<file path="src/rtl/rot_shift_seq.sv">
// rot_shift_seq: multicycle 32-bit SLL/SRA/ROL/ROR unit.
// One shift stage per clock (16, 8, 4, 2, 1); fixed 5-cycle latency.
module rot_shift_seq (
  input  logic        clock,
  input  logic        reset_n,
  input  logic        start,
  input  logic [31:0] data_operandA,
  input  logic [4:0]  ctrl_shiftamt,
  input  logic [1:0]  ctrl_op,
  output logic        busy,
  output logic        result_ready,
  output logic [31:0] data_result
);

  typedef enum logic {
    IDLE,
    RUN
  } state_e;

  state_e      state_q, state_d;
  logic [31:0] work_q, work_d;
  logic [31:0] res_q, res_d;
  logic [4:0]  amt_q, amt_d;
  logic [1:0]  op_q, op_d;
  logic [2:0]  step_q, step_d;
  logic        rdy_q, rdy_d;
  logic [31:0] stage_w;

  // s is always a constant at the call site, so each use folds to wiring
  function automatic logic [31:0] shift_by(
    input logic [31:0] w,
    input logic [1:0]  op,
    input int unsigned s
  );
    logic [31:0] r;
    unique case (op)
      2'b00:   r = w << s;
      2'b01:   r = 32'($signed(w) >>> s);
      2'b10:   r = (w << s) | (w >> (32 - s));
      default: r = (w >> s) | (w << (32 - s));
    endcase
    return r;
  endfunction

  always_comb begin
    stage_w = work_q;
    unique case (1'b1)
      (step_q == 3'd4):
        if (amt_q[4]) stage_w = shift_by(work_q, op_q, 16);
      (step_q == 3'd3):
        if (amt_q[3]) stage_w = shift_by(work_q, op_q, 8);
      (step_q == 3'd2):
        if (amt_q[2]) stage_w = shift_by(work_q, op_q, 4);
      (step_q == 3'd1):
        if (amt_q[1]) stage_w = shift_by(work_q, op_q, 2);
      (step_q == 3'd0):
        if (amt_q[0]) stage_w = shift_by(work_q, op_q, 1);
      default: ;
    endcase
  end

  always_comb begin
    state_d = state_q;
    work_d  = work_q;
    res_d   = res_q;
    amt_d   = amt_q;
    op_d    = op_q;
    step_d  = step_q;
    rdy_d   = 1'b0;
    unique case (state_q)
      IDLE: begin
        if (start) begin
          work_d  = data_operandA;
          amt_d   = ctrl_shiftamt;
          op_d    = ctrl_op;
          step_d  = 3'd4;
          state_d = RUN;
        end
      end
      RUN: begin
        work_d = stage_w;
        if (step_q == 3'd0) begin
          res_d   = stage_w;
          rdy_d   = 1'b1;
          state_d = IDLE;
        end else begin
          step_d = step_q - 3'd1;
        end
      end
      default: state_d = IDLE;
    endcase
  end

  always_ff @(posedge clock or negedge reset_n) begin
    if (!reset_n) begin
      state_q <= IDLE;
      work_q  <= '0;
      res_q   <= '0;
      amt_q   <= '0;
      op_q    <= '0;
      step_q  <= '0;
      rdy_q   <= 1'b0;
    end else begin
      state_q <= state_d;
      work_q  <= work_d;
      res_q   <= res_d;
      amt_q   <= amt_d;
      op_q    <= op_d;
      step_q  <= step_d;
      rdy_q   <= rdy_d;
    end
  end

  assign busy         = (state_q == RUN);
  assign result_ready = rdy_q;
  assign data_result  = res_q;

endmodule
</file>
<file path="config.mk">
export PLATFORM = sky130hd
export DESIGN_NAME = rot_shift_seq
export DESIGN_NICKNAME = d
export VERILOG_FILES = /design/src/rtl/rot_shift_seq.sv
export SDC_FILE = /design/constraint.sdc
export NUM_CORES = 1
export LEC_CHECK = 0
export ABC_AREA = 1
export CAP_MARGIN = 10
export CORE_MARGIN = 2
export CORE_UTILIZATION = 40
export CTS_CLUSTER_DIAMETER = 50
export DETAILED_ROUTE_END_ITERATION = 7
export REMOVE_ABC_BUFFERS = 1
export SLEW_MARGIN = 20
export SYNTH_ARGS = -nofsm -noshare
export SYNTH_HDL_FRONTEND = slang
export SYNTH_SLANG_ARGS = --single-unit
export TNS_END_PERCENT = 100
</file>
<file path="constraint.sdc">
create_clock -name clock -period 2.74 [get_ports clock]
set_input_delay 0.548 -clock clock [delete_from_list [all_inputs] [get_ports clock]]
set_output_delay 0.548 -clock clock [all_outputs]
set_load 0.02 [all_outputs]
</file>
* After elaboration in Yosys (flattened, before gate mapping) *
Index checks and enable logic that the tools add are counted.

cells by class
  muxes and demuxes = 21
  add/sub/neg operators = 1
  reduce and logical (&&, ||, !) cells = 5
  equality and inequality tests = 8
  bitwise operators = 10

operators by type and width
  operator               count
  $pmux W32 S3           4
  $mux W32               6
  $pmux W32 S5           1
  $pmux W32 S2           2
  $or A16 B32 Y32        1
  $or A24 B32 Y32        1
  $or A28 B32 Y32        1
  $or A30 B32 Y32        1
  $or A31 B32 Y32        1
  $or A32 B1 Y32         1
  $or A32 B2 Y32         1
  $or A32 B4 Y32         1
  $or A32 B8 Y32         1
  $eq A3 B2 Y1 const B   2
  $mux W3                2
  $pmux W3 S2            1
  $reduce_and A2 Y1      3
  $mux W1                4
  $ne A2 B2 Y1 const B   2
  $eq A3 B1 Y1 const B   1
  $eq A3 B3 Y1 const B   1
  $logic_not A3 Y1       1
  $sub A3 B1 Y3 const B  1
  $eq A2 B1 Y1 const B   1
  other kinds (4)        4

storage, ports and cells
  word-level logic and storage cells = 52
  input port bits = 42
  output and inout port bits = 34
  register bits after elaboration = 76

* Longest topological paths before layout *
Gate-level depths: netlist of run 1.

  depth after elaboration = 5
  gate-level depth with buffers = 12
  mapped depth without buffers = 11

* Worst setup path before layout of run 1 *
No wires, ideal clock.

  kind = reg2reg
  start point = register step_q[0]
  end point = register work_q[2]
  path slack = 1,156 ps
  clock period less this slack = 1,584 ps
  data required time = 2,675 ps
  arrival = 1,519 ps
  setup time = 65 ps
  buffers on the path = 1
  cell stages (with the launch flop) = 12
  cells stage by stage = dfrtp_1 -> inv_1 -> ha_1 -> nand2_1 -> a21oi_2 -> buf_4 -> nand2_1 -> nand2_1 -> nor2_1 -> nand2_1 -> nand3_1 -> nand2_1

between the ends
  longest elaborated chain between the ends = 3
  elaborated cells between the ends (all ways) = 7
  those cells by class = 4 x eq/ne; 2 x mux; 1 x reduce/logical

RTL lines
  item                                        RTL line  RTL
  from (decl)                                 25        logic [2:0] step_q, step_d;
  from (signal assigned)                      109       step_q <= step_d;
  $eq A3 B1 Y1, or another cell as far along  54        (step_q == 3'd1):
  $pmux W32 S5 *                              47        unique case (1'b1)
  $pmux W32 S2 *                              70        unique case (state_q)
  to (signal assigned)                        105       work_q <= work_d;
  to (decl)                                   21        logic [31:0] work_q, work_d;

Every way passes the cells marked *; elsewhere a longest branch is shown, timed or not.
A chain may end at the register's enable or synchronous reset.

* Worst setup path after layout of run 1 *
  start point = register step_q[0]
  end point = register res_q[5] (netlist: data_result[5])

between the ends
  longest elaborated chain between the ends = 2
  elaborated cells between the ends (all ways) = 7
  those cells by class = 4 x eq/ne; 1 x mux; 2 x reduce/logical

RTL lines
  item                                               RTL line  RTL
  $eq A3 B1 Y1, or another cell as far along         54
  $pmux W32 S5 or $reduce_and A2 Y1 (tied branches)  --
  to (signal assigned)                               106       res_q <= res_d;
  to (decl)                                          22        logic [31:0] res_q, res_d;

Parallel ways exist; a longest one is shown, timed or not.

==> results.ini, run 1 <==
[final_layout]
area.growth.synth_to_final_pct=16.37
insertedDiodeCount=0
drive_gt1_share_pct=5.276
fillers=1890
layout.nets=1276

[placed_design]
dp_hpwl_um=21590
gp_congestion=1.017
dp_slack_ps=619.3
portBuffers=75

[critical_path]
critical-path-slowest-cell=dfrtp_1
worstSetupStartpointType=register
critPathMaxStageDelay_ps=370
worstPathMaxFanout=32
endpoint_kind=register
crit_start=step_q[0]$_DFFE_PN0P_
critical_path_required_ps=3030
criticalPathCategory=register to register
r2r-start=step_q[0]$_DFFE_PN0P_
cp_cell_sequence=inv_1, ha_1, nand2_1, buf_4, nor2_4, buf_4, inv_1, buf_4, nand2_1, nand2_1
cp.arrival_ps=2390

[sta]
fin_worst_skew_ps=8.312
finalMaxSlewViolations=0
worst_slack_ps=636.9
rsz0062_at_grt=no
post-route-period-util_pct=76.75
hold_viol=0
slew_headroom_pct=46.03
tns_ps=0
max_freq_mhz=475.5
setup_viol=0
post-route-min-period_ps=2103
worst_pin_slew_ps=808.6

[floorplan]
std_cell_rows=48
start_util_pct=40.62
die_h_um=136.1
die_width_um=136.1
die_area_mm2=0.01852
io_pins=76
coreArea_mm2=0.01718

[grt]
grt_max_degree=77
grt_pass1_vias=7840
antenna_found_initial=1
grt_usage_pct=33.85
grt_pass1_wl_um=47090
grt_overflow=0

[logic_synthesis]
synth_area_leaders=dfrtp_1, nand2_1, nand3_1
synth_top_family_by_area=simple AND/OR/NAND/NOR gates
yosysTopAreaCell=dfrtp_1
synth_compound_area_share_pct=18.58
synth_top_area_share_pct=27.25
synth_area_mm2=0.006978
synth_cell_types=27
muxShareOfSynthArea_pct=0
yosysSeqAreaShare_pct=27.25
synth_seq_cells=76
syn_area_per_cell_um2=5.844
yosys_warnings=0
synth_simple_gate_area_share_pct=41.80
syn_inst=1194
synth_xor_area_share_pct=0
synth-adder-area-share_pct=0.8965

[cts]
clk_pin_slew_ps=60
holdBufCountCts=0
cts_max_level=3
insertion_delay_ps=360
cts_setup_buffers=0
numCtsBuffers=9
tritoncts=done
root_buffer=clkbuf_16
cts_sinks=76
clock_path_buffers=2
post_cts_resize_count=0

[pwr]
ir_worst_vdd_mv=0.8580
power_leakage_uw=0.003959
power.density_mw_per_mm2=1490

[route]
routed_wl_um=30910
drc=1
routed_via_density=5.828
dr.pass1.iters=8
drtIter0Drc=1356
ant_nets=0
wl_per_cell_um=21.22
vias=8491

[min_path]
min_path_type=input port to asynchronous set/reset pin

[outcome]
status=finished, violations left
violations=design-rule violations

[run]
drv_cap=0

-- area by class of cell --
class                      count  area [um2]  share of cell area (%)
inverter                      95       356.6                   4.391
clock inverter                 5       55.05                  0.6780
multi-input combinational    939        4275                   52.65
tap                          225       281.5                   3.467
clock buffer                   9       225.2                   2.773
timing repair buffer         108        1025                   12.62
sequential                    76        1902                   23.42
-- cells in the final DEF (no fill, tap or decap), types with 2 or more instances in the layout --
cell,synthesis,layout
o21ai_0,80,80
nand2_2,2,2
nor2_1,62,62
inv_2,8,8
buf_12,0,2
a31oi_1,4,4
clkdlybuf4s50_1,0,74
o21ai_1,6,6
nor2_4,3,3
o211ai_1,62,62
nand2_1,466,466
clkinv_2,0,2
nor2_2,2,2
buf_4,8,31
clkinvlp_4,0,2
clkbuf_16,0,9
a21oi_1,72,72
inv_1,86,86
ha_1,5,5
dfrtp_1,76,76
nor3_1,3,3
nand3_1,167,167
-- cells in the mapped netlist --
cell type / count
nand2_1: 466
nand3_1: 167
inv_1: 86
o21ai_0: 80
dfrtp_1: 76
a21oi_1: 72
nor2_1: 62
o211ai_1: 62
buf_2: 43
clkbuf_1: 22
buf_4: 8
inv_2: 8
buf_6: 6
o21ai_1: 6
buf_1: 5
ha_1: 5
a31oi_1: 4
nor2_4: 3
nor3_1: 3
nand2_2: 2
nor2_2: 2
a21oi_2: 1
clkinv_1: 1
nand2_4: 1
nand3b_1: 1
nand4_1: 1
o22ai_1: 1
-- worst paths after layout --
check | end | cells past startpoint | slack, ps
setup / recovery | data_result[5]$_DFFE_PN0P_ | 10 | 640
hold reg to reg | data_result[18]$_DFFE_PN0P_ | 2 | 480
setup reg to reg | data_result[5]$_DFFE_PN0P_ | 10 | 640
max in group asynchronous | data_result[8]$_DFFE_PN0P_ | 1 | 2000
min in group clock | data_result[18]$_DFFE_PN0P_ | 2 | 480
hold / removal | data_result[29]$_DFFE_PN0P_ | 1 | 230
-- stage by stage --
stage | util [%] | hold slack, ps | instances | total power (uW) | cell area (um2)
floorplan | - | 252.4 | 1110 | 7268 | 6534
global placement | 45.62 | 460.8 | 1443 | 10650 | 7836
detailed placement | 45.62 | 464.4 | 1443 | 10620 | 7836
CTS | 47.25 | 414.1 | 1457 | 11860 | 8117
global route | 47.28 | 295.2 | 1457 | 13020 | 8120
finish | 47.28 | 225.8 | 1457 | 12100 | 8120
-- state kept, by name, indices dropped and copies added (netlist names) --
| name | flops |
|---|---|
| amt_q | 5 |
| busy | 1 |
| data_result | 32 |
| op_q | 2 |
| result_ready | 1 |
| step_q | 3 |
| work_q | 32 |
-- cell families after synthesis --
| kind of cell | Yosys count |
|---|---|
| buffers and inverters | 179 |
| adders and majority gates | 5 |
| and+or+nand+nor | 708 |
| AOI/OAI and AO/OA | 226 |
| DFF | 76 |
-- critical path, delay by kind of cell, from the launching register on --
| kind | cells | cell delay (ps) |
|---|---|---|
| buffers and inverters | 5 | 1070 |
| DFF | 1 | 370 |
| and+or+nand+nor | 4 | 330 |
| adders and majority gates | 1 | 240 |
-- routing by layer --
layer	vias to the layer above	wire, um	global-route usage [%]
li1	3983	-	-
met5	-	13	0
met3	87	3027	7.867
met4	2	1025	12.79
met1	3904	13390	46.90
met2	515	13450	51.03
-- report_power, final --
group,switching [uW],internal [uW]
logic,5880,2540
clock network,512,692
registers,792,1690
total,7180,4920
Note: power is estimated with default switching activity, not from simulation.
==> run 2: changes to the inputs <==
clock period = 1.9 ns   (was 2.74 ns; I/O delays follow)
==> run 2 against run 1 <==
  * Core utilization increased by 3.0 points
  * Clock power up 49%
  * Register-to-register slack worse by 540 ps
  * Largest cell class unchanged
  * Non-clock buffer count is 38 higher
  * Sequential power is 43% higher
  * Die area is the same
  * Global-route usage up 0.36 points
  * Final area increased by 6.3%
  * Worst hold slack worse by 180 ps
  * Clock skew increased by 2.2 ps
  * The flow now finishes without violations
  * Critical path type unchanged
==> results.ini, run 2 (same netlist as run 1, synthesis figures left out) <==
[critical_path]
path_common_cell=nand2_1
critPathMaxStageDelay_ps=400  ; +30 ps
rr_worst_depth=12  ; +2
worstPathMaxFanout=6  ; -81%
criticalPathCategory=register to register
crit_start=step_q[1]$_DFFE_PN0P_
r2r-start=step_q[1]$_DFFE_PN0P_
r2r-end=work_q[12]$_DFFE_PN0P_
cp.arrival_ps=2090  ; -300 ps
endpoint_kind=register
r2r_setup_slack_ps=100  ; -540 ps
critical_path_required_ps=2190  ; -840 ps
cp_cell_sequence=inv_2, ha_2, nand2_4, a21oi_4, buf_4, buf_12, nand2_1, nand2_1, nor2_1, nand3_1, nand2_1, nand3_1
critical-path-slowest-cell=dfrtp_1
worstSetupStartpointType=register

[sta]
rsz0062_at_grt=yes
setup_viol=0  ; unchanged
max_freq_mhz=554.8  ; +17%
worst_pin_slew_ps=445.3  ; -363.3 ps
post-route-period-util_pct=94.86  ; +18 points
tns_ps=0  ; unchanged
hold_viol=0  ; unchanged
post-route-min-period_ps=1802  ; -300.8 ps
finalMaxSlewViolations=0  ; unchanged
slew_headroom_pct=70.31  ; +24 points
fin_worst_skew_ps=10.48  ; +2.168 ps
worst_slack_ps=97.71  ; -539.2 ps

[placed_design]
portBuffers=75  ; unchanged
placed_cell_area_mm2=0.008187  ; +4.5%
dp_hpwl_um=22660  ; +5.0%
dp_slack_ps=-32.20  ; -651.5 ps
gp_congestion=1.007  ; -0.97%
dpl.cell_count=1478  ; +2.4%

[cts]
tritoncts=done
cts_sinks=76  ; unchanged
numCtsBuffers=9  ; unchanged
root_buffer=clkbuf_16
insertion_delay_ps=360  ; about the same
clk_pin_slew_ps=70  ; about the same
cts_max_level=3  ; unchanged
clock_path_buffers=2  ; unchanged

[grt]
grt_pass1_vias=8030  ; +2.4%
grt_overflow=0  ; unchanged
grt_max_degree=77  ; unchanged
antenna_found_initial=0  ; -1
grt_pass1_wl_um=47640  ; +1.2%
grt_usage_pct=34.20  ; +0.36 points

[pwr]
swShare_pct=57.11  ; -2.2 points
p_seq_share_pct=19.0  ; -1.5 points
pwr-share-comb_pct=71.4  ; +1.8 points
power.density_mw_per_mm2=2161  ; +45%
ir_worst_vdd_mv=1.084  ; +26%
power_leakage_uw=0.004197  ; +6.0%
power.clock.fraction_pct=9.6  ; -0.4 points
power.switching_uw=10650  ; +48%
p_int_uw=8000  ; +63%

[floorplan]
die_width_um=136.1  ; unchanged
coreArea_mm2=0.01718  ; unchanged
die_area_mm2=0.01852  ; unchanged
die_h_um=136.1  ; unchanged
std_cell_rows=48  ; unchanged
start_util_pct=40.62  ; unchanged
io_pins=76  ; unchanged

[route]
drtIter0Drc=1284  ; -5.3%
routed_via_density=5.781  ; -0.81%
routed_wl_um=31110  ; +0.65%
ant_nets=0  ; unchanged
dr_wl_met2_um=13800  ; +2.6%
wl_per_cell_um=20.80  ; -2.0%
dr_wl_met3_um=3000  ; -0.89%
dr.pass1.iters=6  ; -2
wl_met1_um=13390  ; about the same
drc=0  ; -1
vias=8648  ; +1.8%
dr.max_layer_used=met4

[final_layout]
fin_area_mm2=0.008630  ; +6.3%
area.growth.synth_to_final_pct=23.67
fin_util_pct=50.24  ; +3.0 points
drive_gt1_share_pct=9.205  ; +3.9 points
fin_cells=1496  ; +2.7%
layout_common_cells=nand2_1, nand3_1, inv_1
insertedDiodeCount=0  ; unchanged
final_common_cell=nand2_1
layout.nets=1314  ; +3.0%

[outcome]
status=complete, no violations

[min_path]
min_path_type=input port to asynchronous set/reset pin

[run]
drv_cap=0  ; unchanged

run 2: metal layers:
metal	GRT usage, %	vias up
met1	47.79	3990
met2	52.82	525
li1	-	4063
met3	6.078	70
met5	0	-
met4	12.21	0
run 2: worst max path at each step:
| stage | endpoint | slack, ps | depth (start not counted) |
|---|---|---|---|
| CTS | data_result[24]$_DFFE_PN0P_ | -1 | 11 |
| finish | work_q[12]$_DFFE_PN0P_ | 100 | 12 |
| global placement | data_result[2]$_DFFE_PN0P_ | -20 | 12 |
| floorplan | work_q[9]$_DFFE_PN0P_ | -510 | 9 |
| global route | data_result[30]$_DFFE_PN0P_ | -30 | 11 |
| detailed placement | work_q[12]$_DFFE_PN0P_ | -30 | 12 |
run 2: what timing repair did:
item | in CTS | in global routing
buffers inserted | 0 | 3
gates resized for setup | 2 | 31
pin swaps | 0 | 2
endpoints found under the setup margin | 13 | 63
hold buffers | 0 | 0
run 2: cell type report:
cell class | count | area (um2)
multi-input combinational | 939 | 4349
clock buffer | 13 | 250.2
clock inverter | 2 | 35.03
timing repair buffer | 146 | 1440
fill | 1892 | 8547
tap | 225 | 281.5
sequential | 76 | 1903
inverter | 95 | 370.4
run 2: power by group through the flow:
stage          clock network [uW]  logic (uW)  registers (uW)
6_report                     1790       13300            3550
5_1_grt                      1880       14500            3620
4_1_cts                      1820       12600            3480
3_5_place_dp                    0       12600            3500
3_3_place_gp                    0       12500            3520
2_1_floorplan                   0        6460            4030
run 2: critical path: cells and delay by family, from the launching register on:
| kind | cells | cell delay, ps |
|---|---|---|
| AO/OA/AOI/OAI | 1 | 180 |
| buffers and inverters | 3 | 450 |
| adder cells (fa/ha/maj) | 1 | 230 |
| AND/OR/NAND/NOR | 7 | 470 |
| flip-flops | 1 | 400 |
run 2: per-stage QoR:
| step | hold slack (ps) | power (uW) |
|---|---|---|
| 3_5_place_dp | 446.8 | 16060 |
| 4_1_cts | 70.95 | 17940 |
| 2_1_floorplan | 84.41 | 10480 |
| 3_3_place_gp | 441.8 | 16040 |
| 6_report | 45.85 | 18650 |
| 5_1_grt | 84.62 | 19990 |
==> run 3: changes to the inputs <==
CORE_ASPECT_RATIO = 0.8   (was unset)
==> run 3 against run 2 <==
  * Sequential share of layout area is 0.081 points lower
  * Worst hold slack improved by 370 ps
  * Register-to-register slack worse by 20 ps
  * Maximum frequency is 1.3% lower
  * Sequential power is essentially flat
  * Critical path depth decreased by 4
  * Sequential cell count is the same
  * Combinational power about the same
  * Global-route usage is essentially flat
  * Worst setup slack worse by 23 ps
==> results.ini, run 3 (same netlist as run 1, synthesis figures left out) <==
[outcome]
status=complete, no violations

[critical_path]
crit_family=simple AND/OR/NAND/NOR gates
critPathMaxStageDelay_ps=460  ; +60 ps
rr_worst_depth=8  ; -4
worstSetupStartpointType=register
critical-path-slowest-cell=dfrtp_2
cp_cell_sequence=buf_12, nor2_1, nor2_1, nor3_1, nor2_1, nand3_1, nand3_1, nand2_1
criticalPathCategory=register to register
worstPathMaxFanout=22  ; +16
cp.arrival_ps=2120  ; +30 ps
path_depth=8  ; -4
path_common_cell=nor2_1
critical_path_required_ps=2190  ; about the same
path_buf_inv=1  ; -2
endpoint_kind=register

[cts]
clock_path_buffers=2  ; unchanged
insertion_delay_ps=350  ; about the same
clk_pin_slew_ps=60  ; about the same
cts_sinks=76  ; unchanged
cts_max_level=3  ; unchanged
root_buffer=clkbuf_16
tritoncts=done
numCtsBuffers=9  ; unchanged

[grt]
grt_max_degree=47  ; -39%
met1_usage_pct=49.61  ; +1.8 points
antenna_found_initial=0  ; unchanged
gr-usage-met3_pct=8.202  ; +2.1 points
grt.busiest_layer=met1
grt_overflow=0  ; unchanged
grtUsageMet2_pct=49.01  ; -3.8 points
grt_pass1_wl_um=47340  ; -0.64%
grt_usage_pct=34.19  ; about the same
grt_pass1_vias=7938  ; -1.1%

[floorplan]
coreArea_mm2=0.01722  ; +0.23%
die_area_mm2=0.01852  ; about the same
std_cell_rows=43  ; -10%
io_pins=76  ; unchanged
die_h_um=122.1  ; -10%
start_util_pct=40.53  ; -0.094 points
die_width_um=151.7  ; +11%

[route]
wl_per_cell_um=20.54  ; -1.2%
routed_wl_um=30650  ; -1.5%
vias=8513  ; -1.6%
drc=0  ; unchanged
routed_via_density=5.706  ; -1.3%
drtIter0Drc=1039  ; -19%
ant_nets=0  ; unchanged
dr.pass1.iters=7  ; +1

[pwr]
p_int_uw=8217  ; +2.7%
power.density_mw_per_mm2=2166  ; +0.19%
power.switching_uw=10550  ; -0.94%
power.clock.fraction_pct=11.0  ; +1.4 points
pwr-share-comb_pct=70.2  ; -1.2 points
swShare_pct=56.22  ; -0.89 points
ir_worst_vdd_mv=1.123  ; +3.6%
p_seq_share_pct=18.8  ; -0.2 points
power_leakage_uw=0.004206  ; +0.21%

[sta]
slew_headroom_pct=71.02  ; +0.71 points
setup_viol=0  ; unchanged
hold_viol=0  ; unchanged
post-route-min-period_ps=1826  ; +23.26 ps
finalMaxSlewViolations=0  ; unchanged
rsz0062_at_grt=yes
post-route-period-util_pct=96.08  ; +1.2 points
fin_worst_skew_ps=4.165  ; -6.314 ps
worst_pin_slew_ps=434.7  ; -10.62 ps
max_freq_mhz=547.8  ; -1.3%
hold_slack_ps=416.2  ; +370.3 ps
worst_slack_ps=74.44  ; -23.26 ps

[final_layout]
insertedDiodeCount=0  ; unchanged
area.growth.synth_to_final_pct=24.21
fin_util_pct=50.34  ; +0.10 points
layout.nets=1310  ; -0.30%
fin_area_mm2=0.008667  ; +0.43%
final_common_cell=nand2_1
fin_cells=1492  ; -0.27%
layout_common_cells=nand2_1, nand3_1, inv_1
fillers=1846  ; -2.4%
drive_gt1_share_pct=9.155  ; -0.050 points

[min_path]
min_path_type=input port to asynchronous set/reset pin

[placed_design]
dpl.cell_count=1472  ; -0.41%
dp_slack_ps=7.823  ; +40.02 ps
placed_cell_area_mm2=0.008204  ; +0.21%
gp_congestion=1.049  ; +4.2%
dp_hpwl_um=22380  ; -1.2%
portBuffers=75  ; unchanged

[run]
drv_cap=0  ; unchanged

## run 3: changes by cell type in the layout (fill, tap and decap cells not counted), sizes merged
cell and change:
clkbuf -2, clkinvlp +2, dlymetal6s2s -1, clkdlybuf4s50 +1, inv -2, dlygate4sd3 +1
bufinv +2, buf -5
## run 3: per-layer routing
metal	wire length, um	part of all wire [%]	vias to the layer above
met5	0	0	-
met4	1114	3.6	0
met3	3401	11	70
met2	12500	41	487
met1	13630	44	3904
li1	-	-	4052
## run 3: worst paths after layout
| check | startpoint | endpoint | slack [ps] |
|---|---|---|---|
| worst max register to register | op_q[0]$_DFFE_PN0P_ | data_result[26]$_DFFE_PN0P_ | 70 |
| min in group clock | data_result[5]$_DFFE_PN0P_ | data_result[5]$_DFFE_PN0P_ | 470 |
| worst min-delay path | reset_n | data_result[27]$_DFFE_PN0P_ | 420 |
| worst min register to register | data_result[5]$_DFFE_PN0P_ | data_result[5]$_DFFE_PN0P_ | 470 |
| max in group asynchronous | reset_n | busy$_DFF_PN0_ | 870 |
| worst max-delay path | op_q[0]$_DFFE_PN0P_ | data_result[26]$_DFFE_PN0P_ | 70 |
## run 3: power by group through the flow
stage / registers [uW] / clock network (uW) / logic (uW)
2_1_floorplan: 4030 / 0 / 6460
3_3_place_gp: 3480 / 0 / 12600
3_5_place_dp: 3470 / 0 / 12600
4_1_cts: 3470 / 2080 / 12700
5_1_grt: 3620 / 2150 / 14500
6_report: 3530 / 2060 / 13200
## run 3: cell type report
type                       count  area (um2)  share of cell area (%)
tap                          225       281.5                   3.248
timing repair buffer         142        1453                   16.76
clock buffer                  11       242.7                   2.801
inverter                      95       371.6                   4.288
multi-input combinational    939        4317                   49.81
sequential                    76        1904                   21.97
clock inverter                 4       97.59                   1.126
## run 3: through the flow
step,TNS [ps],power (uW)
2_1_floorplan,-32180,10480
3_3_place_gp,0,16040
3_5_place_dp,0,16040
4_1_cts,-0.06128,18220
5_1_grt,-50.99,20220
6_report,0,18770
## run 3: repair_timing
action | CTS | global route
pin swaps | 0 | 7
gates cloned | 0 | 0
hold buffers | 1 | 0
buffers inserted | 1 | 3
hold endpoints to repair | 10 | 0
endpoints found under the setup margin | 5 | 63
gates resized for setup | 2 | 26
